<file path="config.mk">
export PLATFORM = sky130hd
export DESIGN_NAME = io_port_bank
export DESIGN_NICKNAME = d
export VERILOG_FILES = /design/src/rtl/io_port_pkg.sv /design/src/rtl/io_in_fifo.sv /design/src/rtl/io_port_bank.sv
export SDC_FILE = /design/constraint.sdc
export NUM_CORES = 1
export LEC_CHECK = 0
export CORE_MARGIN = 1.5
export CORE_UTILIZATION = 46
export DETAILED_ROUTE_END_ITERATION = 10
export GPL_ROUTABILITY_DRIVEN = 0
export MAX_ROUTING_LAYER = met4
export PLACE_DENSITY_LB_ADDON = 0.15
export SYNTH_ARGS = -nofsm -noshare
export SYNTH_HDL_FRONTEND = slang
export SYNTH_SLANG_ARGS = --single-unit
export TNS_END_PERCENT = 10
</file>
<file path="constraint.sdc">
create_clock -name clk -period 2.4 [get_ports clk]
set_input_delay 0.24 -clock clk [delete_from_list [all_inputs] [get_ports clk]]
set_output_delay 0.24 -clock clk [all_outputs]
set_load 0.02 [all_outputs]
</file>
<file path="src/rtl/io_port_pkg.sv">
// io_port_pkg: shared constants and types for the multi-channel I/O port bank.
//   DEF_DATA_W   - default bus / channel word width
//   DEF_NUM_CH   - default number of input and output channels
//   DEF_IN_DEPTH - default input FIFO depth per channel (power of 2)
//   out_state_t  - output channel handshake state
package io_port_pkg;

    localparam int unsigned DEF_DATA_W   = 32;
    localparam int unsigned DEF_NUM_CH   = 4;
    localparam int unsigned DEF_IN_DEPTH = 4;

    typedef enum logic [0:0] {
        OUT_IDLE = 1'b0,
        OUT_PEND = 1'b1
    } out_state_t;

endpackage

</file>
<file path="src/rtl/io_in_fifo.sv">
// io_in_fifo: single-channel input FIFO for the port bank.
// Ports:
//   clk_i       rising-edge clock
//   rst_ni      asynchronous active-low reset (empties the FIFO)
//   push_i      external strobe, stores data_i when room is available
//   data_i      word to push
//   pop_i       pop request (ignored when empty)
//   head_o      oldest stored word, 0 when empty
//   empty_o     no words stored
//   full_o      IN_DEPTH words stored
//   overflow_o  one-cycle pulse: push dropped because the FIFO was full
module io_in_fifo
    import io_port_pkg::*;
#(
    parameter int unsigned DATA_W   = DEF_DATA_W,
    parameter int unsigned IN_DEPTH = DEF_IN_DEPTH
) (
    input  logic              clk_i,
    input  logic              rst_ni,
    input  logic              push_i,
    input  logic [DATA_W-1:0] data_i,
    input  logic              pop_i,
    output logic [DATA_W-1:0] head_o,
    output logic              empty_o,
    output logic              full_o,
    output logic              overflow_o
);

    localparam int unsigned PtrW = $clog2(IN_DEPTH);
    localparam int unsigned CntW = PtrW + 1;

    logic [DATA_W-1:0] mem_q [IN_DEPTH];
    logic [PtrW-1:0]   wptr_q, wptr_d;
    logic [PtrW-1:0]   rptr_q, rptr_d;
    logic [CntW-1:0]   count_q, count_d;

    logic pop_ok;
    logic push_ok;

    assign empty_o = (count_q == '0);
    assign full_o  = (count_q == CntW'(IN_DEPTH));

    // A pop on an empty FIFO is ignored even when a push arrives the same cycle.
    assign pop_ok  = pop_i & ~empty_o;
    // A pop frees the slot this cycle, so a push on a full FIFO still fits.
    assign push_ok = push_i & (~full_o | pop_ok);

    assign overflow_o = push_i & full_o & ~pop_ok;

    assign head_o = empty_o ? '0 : mem_q[rptr_q];

    always_comb begin
        wptr_d  = wptr_q;
        rptr_d  = rptr_q;
        count_d = count_q;
        // Pointers wrap naturally since IN_DEPTH is a power of 2.
        if (push_ok) begin
            wptr_d = wptr_q + 1'b1;
        end
        if (pop_ok) begin
            rptr_d = rptr_q + 1'b1;
        end
        case ({push_ok, pop_ok})
            2'b10:   count_d = count_q + 1'b1;
            2'b01:   count_d = count_q - 1'b1;
            default: count_d = count_q;
        endcase
    end

    always_ff @(posedge clk_i or negedge rst_ni) begin
        if (!rst_ni) begin
            wptr_q  <= '0;
            rptr_q  <= '0;
            count_q <= '0;
        end else begin
            wptr_q  <= wptr_d;
            rptr_q  <= rptr_d;
            count_q <= count_d;
        end
    end

    // Storage needs no reset: head_o is gated by empty_o.
    always_ff @(posedge clk_i) begin
        if (push_ok) begin
            mem_q[wptr_q] <= data_i;
        end
    end

endmodule

</file>
<file path="src/rtl/io_port_bank.sv">
// io_port_bank: multi-channel I/O port bank on the datapath bus.
// "in Ra" pops a word from a per-channel input FIFO filled by external strobes;
// "out Ra" posts a word to a per-channel output latch with a valid/ack handshake.
// Ports:
//   clk            rising-edge clock
//   clr            asynchronous active-low reset
//   ch_sel         channel for the current read/write; out-of-range values do nothing
//   bus_in         datapath bus, source for output writes
//   outport_write  write bus_in to output channel ch_sel
//   inport_read    pop input channel ch_sel
//   inport_data    head word of channel ch_sel (0 when empty or out of range)
//   in_empty       per-channel input FIFO empty
//   ext_in_data    external input words, channel i at [i*DATA_W +: DATA_W]
//   ext_in_strobe  per-channel push request
//   ext_in_full    per-channel input FIFO full
//   ext_out_data   per-channel latched output word
//   ext_out_valid  per-channel word pending
//   ext_out_ack    per-channel consumer accept
//   overrun        sticky: strobe dropped on a full FIFO
//   out_drop       sticky: write dropped on a busy output
//   status_clr     synchronous clear of overrun and out_drop
module io_port_bank
    import io_port_pkg::*;
#(
    parameter int unsigned DATA_W   = DEF_DATA_W,
    parameter int unsigned NUM_CH   = DEF_NUM_CH,
    parameter int unsigned IN_DEPTH = DEF_IN_DEPTH,
    // Derived; do not override.
    parameter int unsigned CH_W     = (NUM_CH > 1) ? $clog2(NUM_CH) : 1
) (
    input  logic                     clk,
    input  logic                     clr,
    input  logic [CH_W-1:0]          ch_sel,
    input  logic [DATA_W-1:0]        bus_in,
    input  logic                     outport_write,
    input  logic                     inport_read,
    output logic [DATA_W-1:0]        inport_data,
    output logic [NUM_CH-1:0]        in_empty,
    input  logic [NUM_CH*DATA_W-1:0] ext_in_data,
    input  logic [NUM_CH-1:0]        ext_in_strobe,
    output logic [NUM_CH-1:0]        ext_in_full,
    output logic [NUM_CH*DATA_W-1:0] ext_out_data,
    output logic [NUM_CH-1:0]        ext_out_valid,
    input  logic [NUM_CH-1:0]        ext_out_ack,
    output logic [NUM_CH-1:0]        overrun,
    output logic [NUM_CH-1:0]        out_drop,
    input  logic                     status_clr
);

    logic [DATA_W-1:0] head [NUM_CH];
    logic [NUM_CH-1:0] pop_req;
    logic [NUM_CH-1:0] wr_req;
    logic [NUM_CH-1:0] ovf_evt;
    logic [NUM_CH-1:0] drop_evt;

    out_state_t        out_state_q [NUM_CH];
    out_state_t        out_state_d [NUM_CH];
    logic [DATA_W-1:0] out_data_q  [NUM_CH];
    logic [DATA_W-1:0] out_data_d  [NUM_CH];

    logic [NUM_CH-1:0] overrun_q, overrun_d;
    logic [NUM_CH-1:0] out_drop_q, out_drop_d;

    // ---------------------------------------------------------------------
    // Per-channel input FIFOs and request decode
    // ---------------------------------------------------------------------
    for (genvar i = 0; i < NUM_CH; i++) begin : g_ch
        // Out-of-range ch_sel never matches any channel, so it has no effect.
        assign pop_req[i] = inport_read   & (ch_sel == CH_W'(i));
        assign wr_req[i]  = outport_write & (ch_sel == CH_W'(i));

        io_in_fifo #(
            .DATA_W   (DATA_W),
            .IN_DEPTH (IN_DEPTH)
        ) u_fifo (
            .clk_i      (clk),
            .rst_ni     (clr),
            .push_i     (ext_in_strobe[i]),
            .data_i     (ext_in_data[i*DATA_W +: DATA_W]),
            .pop_i      (pop_req[i]),
            .head_o     (head[i]),
            .empty_o    (in_empty[i]),
            .full_o     (ext_in_full[i]),
            .overflow_o (ovf_evt[i])
        );

        assign ext_out_data[i*DATA_W +: DATA_W] = out_data_q[i];
        assign ext_out_valid[i]                 = (out_state_q[i] == OUT_PEND);
    end

    // ---------------------------------------------------------------------
    // Read mux: zero-latency view of the selected channel's head
    // ---------------------------------------------------------------------
    always_comb begin
        inport_data = '0;
        for (int i = 0; i < NUM_CH; i++) begin
            if (ch_sel == CH_W'(i)) begin
                inport_data = head[i];
            end
        end
    end

    // ---------------------------------------------------------------------
    // Output channel handshake FSMs
    // ---------------------------------------------------------------------
    always_comb begin
        drop_evt = '0;
        for (int i = 0; i < NUM_CH; i++) begin
            out_state_d[i] = out_state_q[i];
            out_data_d[i]  = out_data_q[i];
            case (out_state_q[i])
                OUT_IDLE: begin
                    // Ack with nothing pending is ignored.
                    if (wr_req[i]) begin
                        out_data_d[i]  = bus_in;
                        out_state_d[i] = OUT_PEND;
                    end
                end
                OUT_PEND: begin
                    if (ext_out_ack[i]) begin
                        // Ack frees the latch this cycle, allowing back-to-back writes.
                        if (wr_req[i]) begin
                            out_data_d[i] = bus_in;
                        end else begin
                            out_state_d[i] = OUT_IDLE;
                        end
                    end else if (wr_req[i]) begin
                        drop_evt[i] = 1'b1;
                    end
                end
                default: out_state_d[i] = OUT_IDLE;
            endcase
        end
    end

    // New errors win over a coincident status_clr.
    assign overrun_d  = (status_clr ? '0 : overrun_q)  | ovf_evt;
    assign out_drop_d = (status_clr ? '0 : out_drop_q) | drop_evt;

    assign overrun  = overrun_q;
    assign out_drop = out_drop_q;

    always_ff @(posedge clk or negedge clr) begin
        if (!clr) begin
            for (int i = 0; i < NUM_CH; i++) begin
                out_state_q[i] <= OUT_IDLE;
                out_data_q[i]  <= '0;
            end
            overrun_q  <= '0;
            out_drop_q <= '0;
        end else begin
            for (int i = 0; i < NUM_CH; i++) begin
                out_state_q[i] <= out_state_d[i];
                out_data_q[i]  <= out_data_d[i];
            end
            overrun_q  <= overrun_d;
            out_drop_q <= out_drop_d;
        end
    end

endmodule

</file>
==> run metrics, run 1 <==
Worst-Margin Slew 0.564 ns; post-placement cell count 2,440; Post-DP HPWL 43.8 mm; Detail Route Antenna Nets 0; final hold vios 0; register area share after synthesis 73.1%; CP Data Arrival Time 2.46 ns; Leak 12.7 nW; Synthesis Warnings 0; GR Overflow Total 0; reg2reg path depth 10; CTS tree done; RR Endpoint g_ch[0].u_fifo.count_q[2]; Clock transition at path regs 0.06 ns; Chip Height 244 um; CP Capture Type primary output; Post-Layout Cell Count 2,614; Global Route Usage Sum 23.0%; fin area 35,000 sq um; largest net degree at the start of global routing 52; worst-path maximum fanout 8; VDD IR max 0.821 mV; DR iter-0 viols 987; P&R area growth vs syn 30.6%; Clock Latency Late Sink 0.62 ns; FF+latch count, synth 680; RSZ-0062 raised after global routing yes; vias per cell 5.32; placed cell area 32,100 sq um; fillcell total 4,186; DR DRC count 0; startpoint class of the critical path flop; Core ar. 57,600 sq um; status finished, violations left; setup ws final -0.303 ns; Finish-stage setup viols 32; Syn Area/Cell 21.0 sq um; Finished Core Util 60.8%; violated checks negative setup slack; hold slack 0.194 ns; Post-Syn Area 26,800 sq um; worst hold path class in2async; R2R Setup Slk 0.15 ns; first-pass GRT wire length 96.3 mm; total power draw 0.0417 W; final count of pins violating max slew 0; f_max 0.370 GHz; average routed wire per standard cell 25.1 um; share of layout cells above drive strength 1 30.2%; minimum clock period 2.70 ns; layout net count 1,977; Worst Skew 0.0252 ns; synth unique cells 44; IO Pins 355; initial antenna violation count 12; CTS Root Cell clkbuf_16; Worst slew margin 62.4%; Period Utilization, post-route 113%; total CTS buffers 74; CP startpoint g_ch[2].u_fifo.rptr_q[0]; Worst Setup Path Type reg2out; final WL 65.7 mm; Worst EP required 2.16 ns; startpoint of the worst register-to-register path g_ch[0].u_fifo.count_q[0]; Pwr Density 1190 nW/um^2; vias post-DR 13,900; Synth Instances 1,276; TritonRoute pass-1 iters 5; vias in the first global route 14,396; syn_nets 1,474; die width 244 um; clk sinks 680; # port buffers 354; clock buffer depth 3; die area 59,700 sq um; total of max-cap violations 0; H-tree Lvls 3; Starting Density 46.5%; row count 88
## placed cells by master, fill, tap and decap left out, types with 5 or more instances in the layout
cell type,count
buf_12,55
diode_2,12
a22oi_2,45
inv_1,26
clkbuf_16,79
mux4_2,105
xnor2_1,13
clkinv_1,9
nand2_2,5
buf_4,84
a22oi_1,19
clkbuf_1,16
dfrtp_1,164
and3_1,5
mux4_1,23
buf_2,21
nand2_1,43
bufinv_16,8
buf_6,12
nand3_1,5
mux2_2,90
and2_1,19
mux2_1,43
clkdlybuf4s50_1,318
ha_1,19
clkinv_2,10
edfxtp_1,512
xor2_1,11
## worst max-delay path by stage
stage,to,slack (ns),cells past startpoint
after floorplan,g_ch[3].u_fifo.mem_q[0][0],0.23,3
after global placement,inport_data[3],-0.39,8
after detailed placement,inport_data[3],-0.39,8
after CTS,inport_data[31],-0.39,7
after global routing,inport_data[25],-0.39,6
final,inport_data[6],-0.30,6
## cell families after synthesis
family | synth area share [%]
adders and majority gates | 1.19
DFF | 73.1
and+or+nand+nor | 2.11
muxes | 17.7
xor gates and xnor gates | 0.785
buffers and inverters | 2.88
AOI/OAI and AO/OA | 2.29
## where the power goes
part | leakage (nW) | switching (W) | internal [W]
clock network | 1.22 | 0.00456 | 0.00702
logic | 4.75 | 0.00711 | 0.00681
registers | 6.69 | 0.000885 | 0.0153
## metal layers
layer / up-vias / track usage (%) / part of all wire [%]
li1: 6147 / - / -
met1: 7204 / 29.5 / 41
met2: 460 / 36.5 / 50
met3: 89 / 5.89 / 7.2
met4: 0 / 6.10 / 2.4
met5: - / - / 0
## synth_stat cells (all sizes together)
library cell / instances / area (sq um)
a21boi: 1 / 11.3
o22ai: 3 / 18.8
and2: 19 / 119
nor3: 7 / 51.3
o2bb2ai: 3 / 26.3
or3: 1 / 6.26
nand3: 6 / 30.0
nor2: 7 / 31.3
nand2: 48 / 180
ha: 19 / 238
buf: 46 / 395
edfxtp: 512 / 15400
fa: 4 / 80.1
a211oi: 1 / 7.51
clkbuf: 26 / 278
nor3b: 2 / 20.0
xor2: 11 / 96.3
or4b: 1 / 10.0
o211ai: 1 / 7.51
a21oi: 3 / 22.5
mux2: 133 / 1500
nor2b: 7 / 61.3
o21ai: 4 / 20.0
mux4: 128 / 3220
and3: 5 / 31.3
mux2i: 1 / 10.0
dfrtp: 168 / 4200
inv: 26 / 97.6
a22oi: 64 / 480
nand2b: 4 / 25.0
xnor2: 13 / 114
a32o: 2 / 20.0
## through the flow
stage | worst slack, ns | TNS [ns]
after floorplan | 0.231 | 0
after global placement | -0.386 | -5.53
after detailed placement | -0.389 | -6.30
after CTS | -0.392 | -9.54
after global routing | -0.389 | -9.73
final | -0.303 | -7.11
## worst max-delay path, cell delays in order (launching register included)
cell and delay, ns:
dfrtp_2 0.43, buf_12 0.16, buf_4 0.11, mux4_2 0.53, a22oi_2 0.31, nand2_1 0.13, buf_2 0.18
## repair_timing
action,4_1_cts,5_1_grt
gates cloned,9,0
setup endpoints to repair,32,36
pin swaps,29,30
endpoints found under the hold margin,48,0
resized for setup,222,52
buffers inserted,14,8
hold buffers,1,0
## flip-flops by register name, summed over array words and instances (netlist names)
name / count
g_ch.u_fifo.count_q: 12
g_ch.u_fifo.rptr_q: 8
g_ch.u_fifo.mem_q: 512
out_drop: 4
g_ch.u_fifo.wptr_q: 8
ext_out_data: 128
ext_out_valid: 4
overrun: 4
## cell type report
| type | count | area, sq um | area share, % |
|---|---|---|---|
| antenna | 12 | 30.0 | 0.0858 |
| clock buffer | 99 | 2090 | 5.98 |
| clock inverter | 35 | 414 | 1.18 |
| inverter | 26 | 97.6 | 0.279 |
| multi-input combinational | 498 | 6470 | 18.5 |
| sequential | 680 | 19600 | 56.0 |
| tap | 765 | 957 | 2.74 |
| timing repair buffer | 499 | 5350 | 15.3 |
Note: power is estimated with default switching activity, not from simulation.
==> run 2, diff against run 1 <==
- RECOVER_POWER: not set -> 100
==> run 2 against run 1 <==
Against the previous run: the run still ends with negative setup slack left; via count grew 0.41%; flip-flop and latch count is the same; cell area shrank 1.1%; clock power is essentially flat; register-to-register slack lost 0.07 ns; sequential power is essentially flat; combinational power shrank 4%; non-clock buffer count is the same; utilization shrank 0.65 points; sequential share of layout area grew 0.61 points.
==> run metrics, run 2 (synthesis results as in run 1) <==
average routed wire per standard cell 25.1 um (-0.23%); setup ws final -0.321 ns (-0.0178 ns); worst hold path class in2reg; Gate power share 32.4% (-1.0 points); final count of pins violating max slew 0 (unchanged); max FFs per register 512 (unchanged); Top reg by flops g_ch.u_fifo.mem_q; VDD IR max 0.823 mV (+0.27%); worst path cell trace buf_12 > buf_4 > mux4_2 > a22oi_2 > nand2_1 > buf_2; clock buffer depth 3 (unchanged); IO Pins 355 (unchanged); clk sinks 680 (unchanged); die width 244 um (unchanged); Clk pwr share 28.2% (+0.4 points); Global Route Usage Sum 23.0% (unchanged); CP Capture Type primary output; vias in the first global route 14,396 (unchanged); row count 88 (unchanged); vias post-DR 13,957 (+0.41%); worst-path maximum fanout 8 (unchanged); Chip Height 244 um (unchanged); first-pass GRT wire length 96.3 mm (unchanged); H-tree Lvls 3 (unchanged); Starting Density 46.5% (unchanged); largest net degree at the start of global routing 52 (unchanged); Leak 12.6 nW (-0.58%); die area 59,700 sq um (unchanged); total of max-cap violations 0 (unchanged); Switching Share 30.4% (+0.25 points); CP Data Arrival Time 2.48 ns (+0.02 ns); most frequent cells in the layout 512 x edfxtp_1, 272 x dlygate4sd3_1, 164 x dfrtp_1, 105 x mux4_2, 90 x mux2_2; status finished, violations left; CTS tree done; share of layout cells above drive strength 1 28.9% (-1.3 points); CTS Root Cell clkbuf_16; RSZ-0062 raised after global routing yes; final hold vios 0 (unchanged); Post-Layout Cell Count 2,621 (+0.27%); P&R area growth vs syn 29.2%; Worst Skew 0.0255 ns (+0.000387 ns); Worst Setup Path Type reg2out; Post-DP HPWL 43.8 mm (unchanged); Clock transition at path regs 0.06 ns (about the same); f_max 0.368 GHz (-0.65%); Core ar. 57,600 sq um (unchanged); DR iter-0 viols 1,002 (+1.5%); vias per cell 5.33 (+0.14%); Seq pwr share 39.4% (+0.5 points); Finish-stage setup viols 32 (unchanged); Worst EP required 2.16 ns (about the same); total power draw 0.0411 W (-1.4%); total CTS buffers 74 (unchanged); Pint 0.0286 W (-1.8%); startpoint class of the critical path flop; Pwr Density 1190 nW/um^2 (-0.34%); layout net count 1,977 (unchanged); initial antenna violation count 28 (+16); Worst slew margin 7.18% (-55 points); GR Overflow Total 0 (unchanged); TritonRoute pass-1 iters 5 (unchanged); NetSw 0.0125 W (-0.58%); DR DRC count 0 (unchanged); Detail Route Antenna Nets 0 (unchanged); CP max stage cell mux4_2; Critical Path Max Stage Delay 0.53 ns (about the same); setup_tns -7.16 ns (-0.0533 ns); # port buffers 354 (unchanged); Clock Latency Late Sink 0.62 ns (about the same); violated checks negative setup slack; post-placement cell count 2,440 (unchanged); final WL 65.7 mm (about the same); Worst-Margin Slew 1.39 ns (+0.828 ns); commonest non-fill, non-tap cell in the layout edfxtp_1; minimum clock period 2.72 ns (+0.0178 ns); Finished Core Util 60.1% (-0.65 points); Period Utilization, post-route 113% (+0.74 points)
==> run 2: changes by cell type in the layout (fill, tap and decap cells not counted), sizes merged <==
cell           before  now
clkdlybuf4s50     318   47
dlygate4sd3         1  272
clkbuf             99  138
buf               177  140
diode              12   19
dlymetal6s2s        2    0
==> run 2: critical path, delay by kind of cell, from the launching register on <==
family	cells	cell delay [ns]
flops	1	0.43
mux	1	0.53
simple gates	1	0.14
compound gates	1	0.31
buf+inv	3	0.46
==> run 2: path summary, 6_finish.rpt <==
path	startpoint	to	slack (ns)	cells past startpoint
setup / recovery	g_ch[2].u_fifo.rptr_q[0]	inport_data[6]	-0.32	6
hold / removal	ext_in_strobe[0]	overrun[0]	0.26	3
setup reg to reg	g_ch[0].u_fifo.count_q[0]	g_ch[0].u_fifo.count_q[2]	0.08	10
hold reg to reg	ext_out_data[47]	ext_out_data[47]	0.48	1
max in group asynchronous	clr	g_ch[1].u_fifo.rptr_q[0]	0.48	3
min in group asynchronous	clr	ext_out_data[76]	0.51	2
==> run 2: power by group through the flow <==
| stage | Combinational [W] | Clock (W) | Sequential [W] |
|---|---|---|---|
| global route | 0.0142 | 0.0123 | 0.0164 |
| detailed placement | 0.0129 | 0 | 0.0163 |
| floorplan | 0.00641 | 0 | 0.0167 |
| CTS | 0.0140 | 0.0118 | 0.0162 |
| global placement | 0.0129 | 0 | 0.0162 |
| finish | 0.0133 | 0.0116 | 0.0162 |
==> run 2: through the flow <==
step	setup slack, ns	area [sq um]	hold slack (ns)
after floorplan	0.231	26800	-0.0556
after global placement	-0.386	32100	0.254
after detailed placement	-0.389	32100	0.257
after CTS	-0.392	34900	0.186
after global routing	-0.389	34600	0.257
final	-0.321	34600	0.257
==> run 2: routing by layer <==
layer,up-vias,track usage [%],routed length [um]
met4,0,6.10,1690
met1,7232,29.5,26700
met5,-,-,0
met3,104,5.89,4640
li1,6161,-,-
met2,460,36.5,32700
==> run 2: final cells by class <==
class	count	area, sq um
clock buffer	99	2090
tap	765	957
antenna	19	47.5
multi-input combinational	498	6440
timing repair buffer	499	4980
inverter	26	97.6
sequential	680	19600
fill	4251	23000
clock inverter	35	414
==> run 2: timing repair <==
action,4_1_cts,5_1_grt
hold buffers,1,0
resized for setup,222,52
endpoints found under the hold margin,48,0
pin swaps,29,30
buffers inserted,14,8
cloned,9,0
setup endpoints to repair,32,36
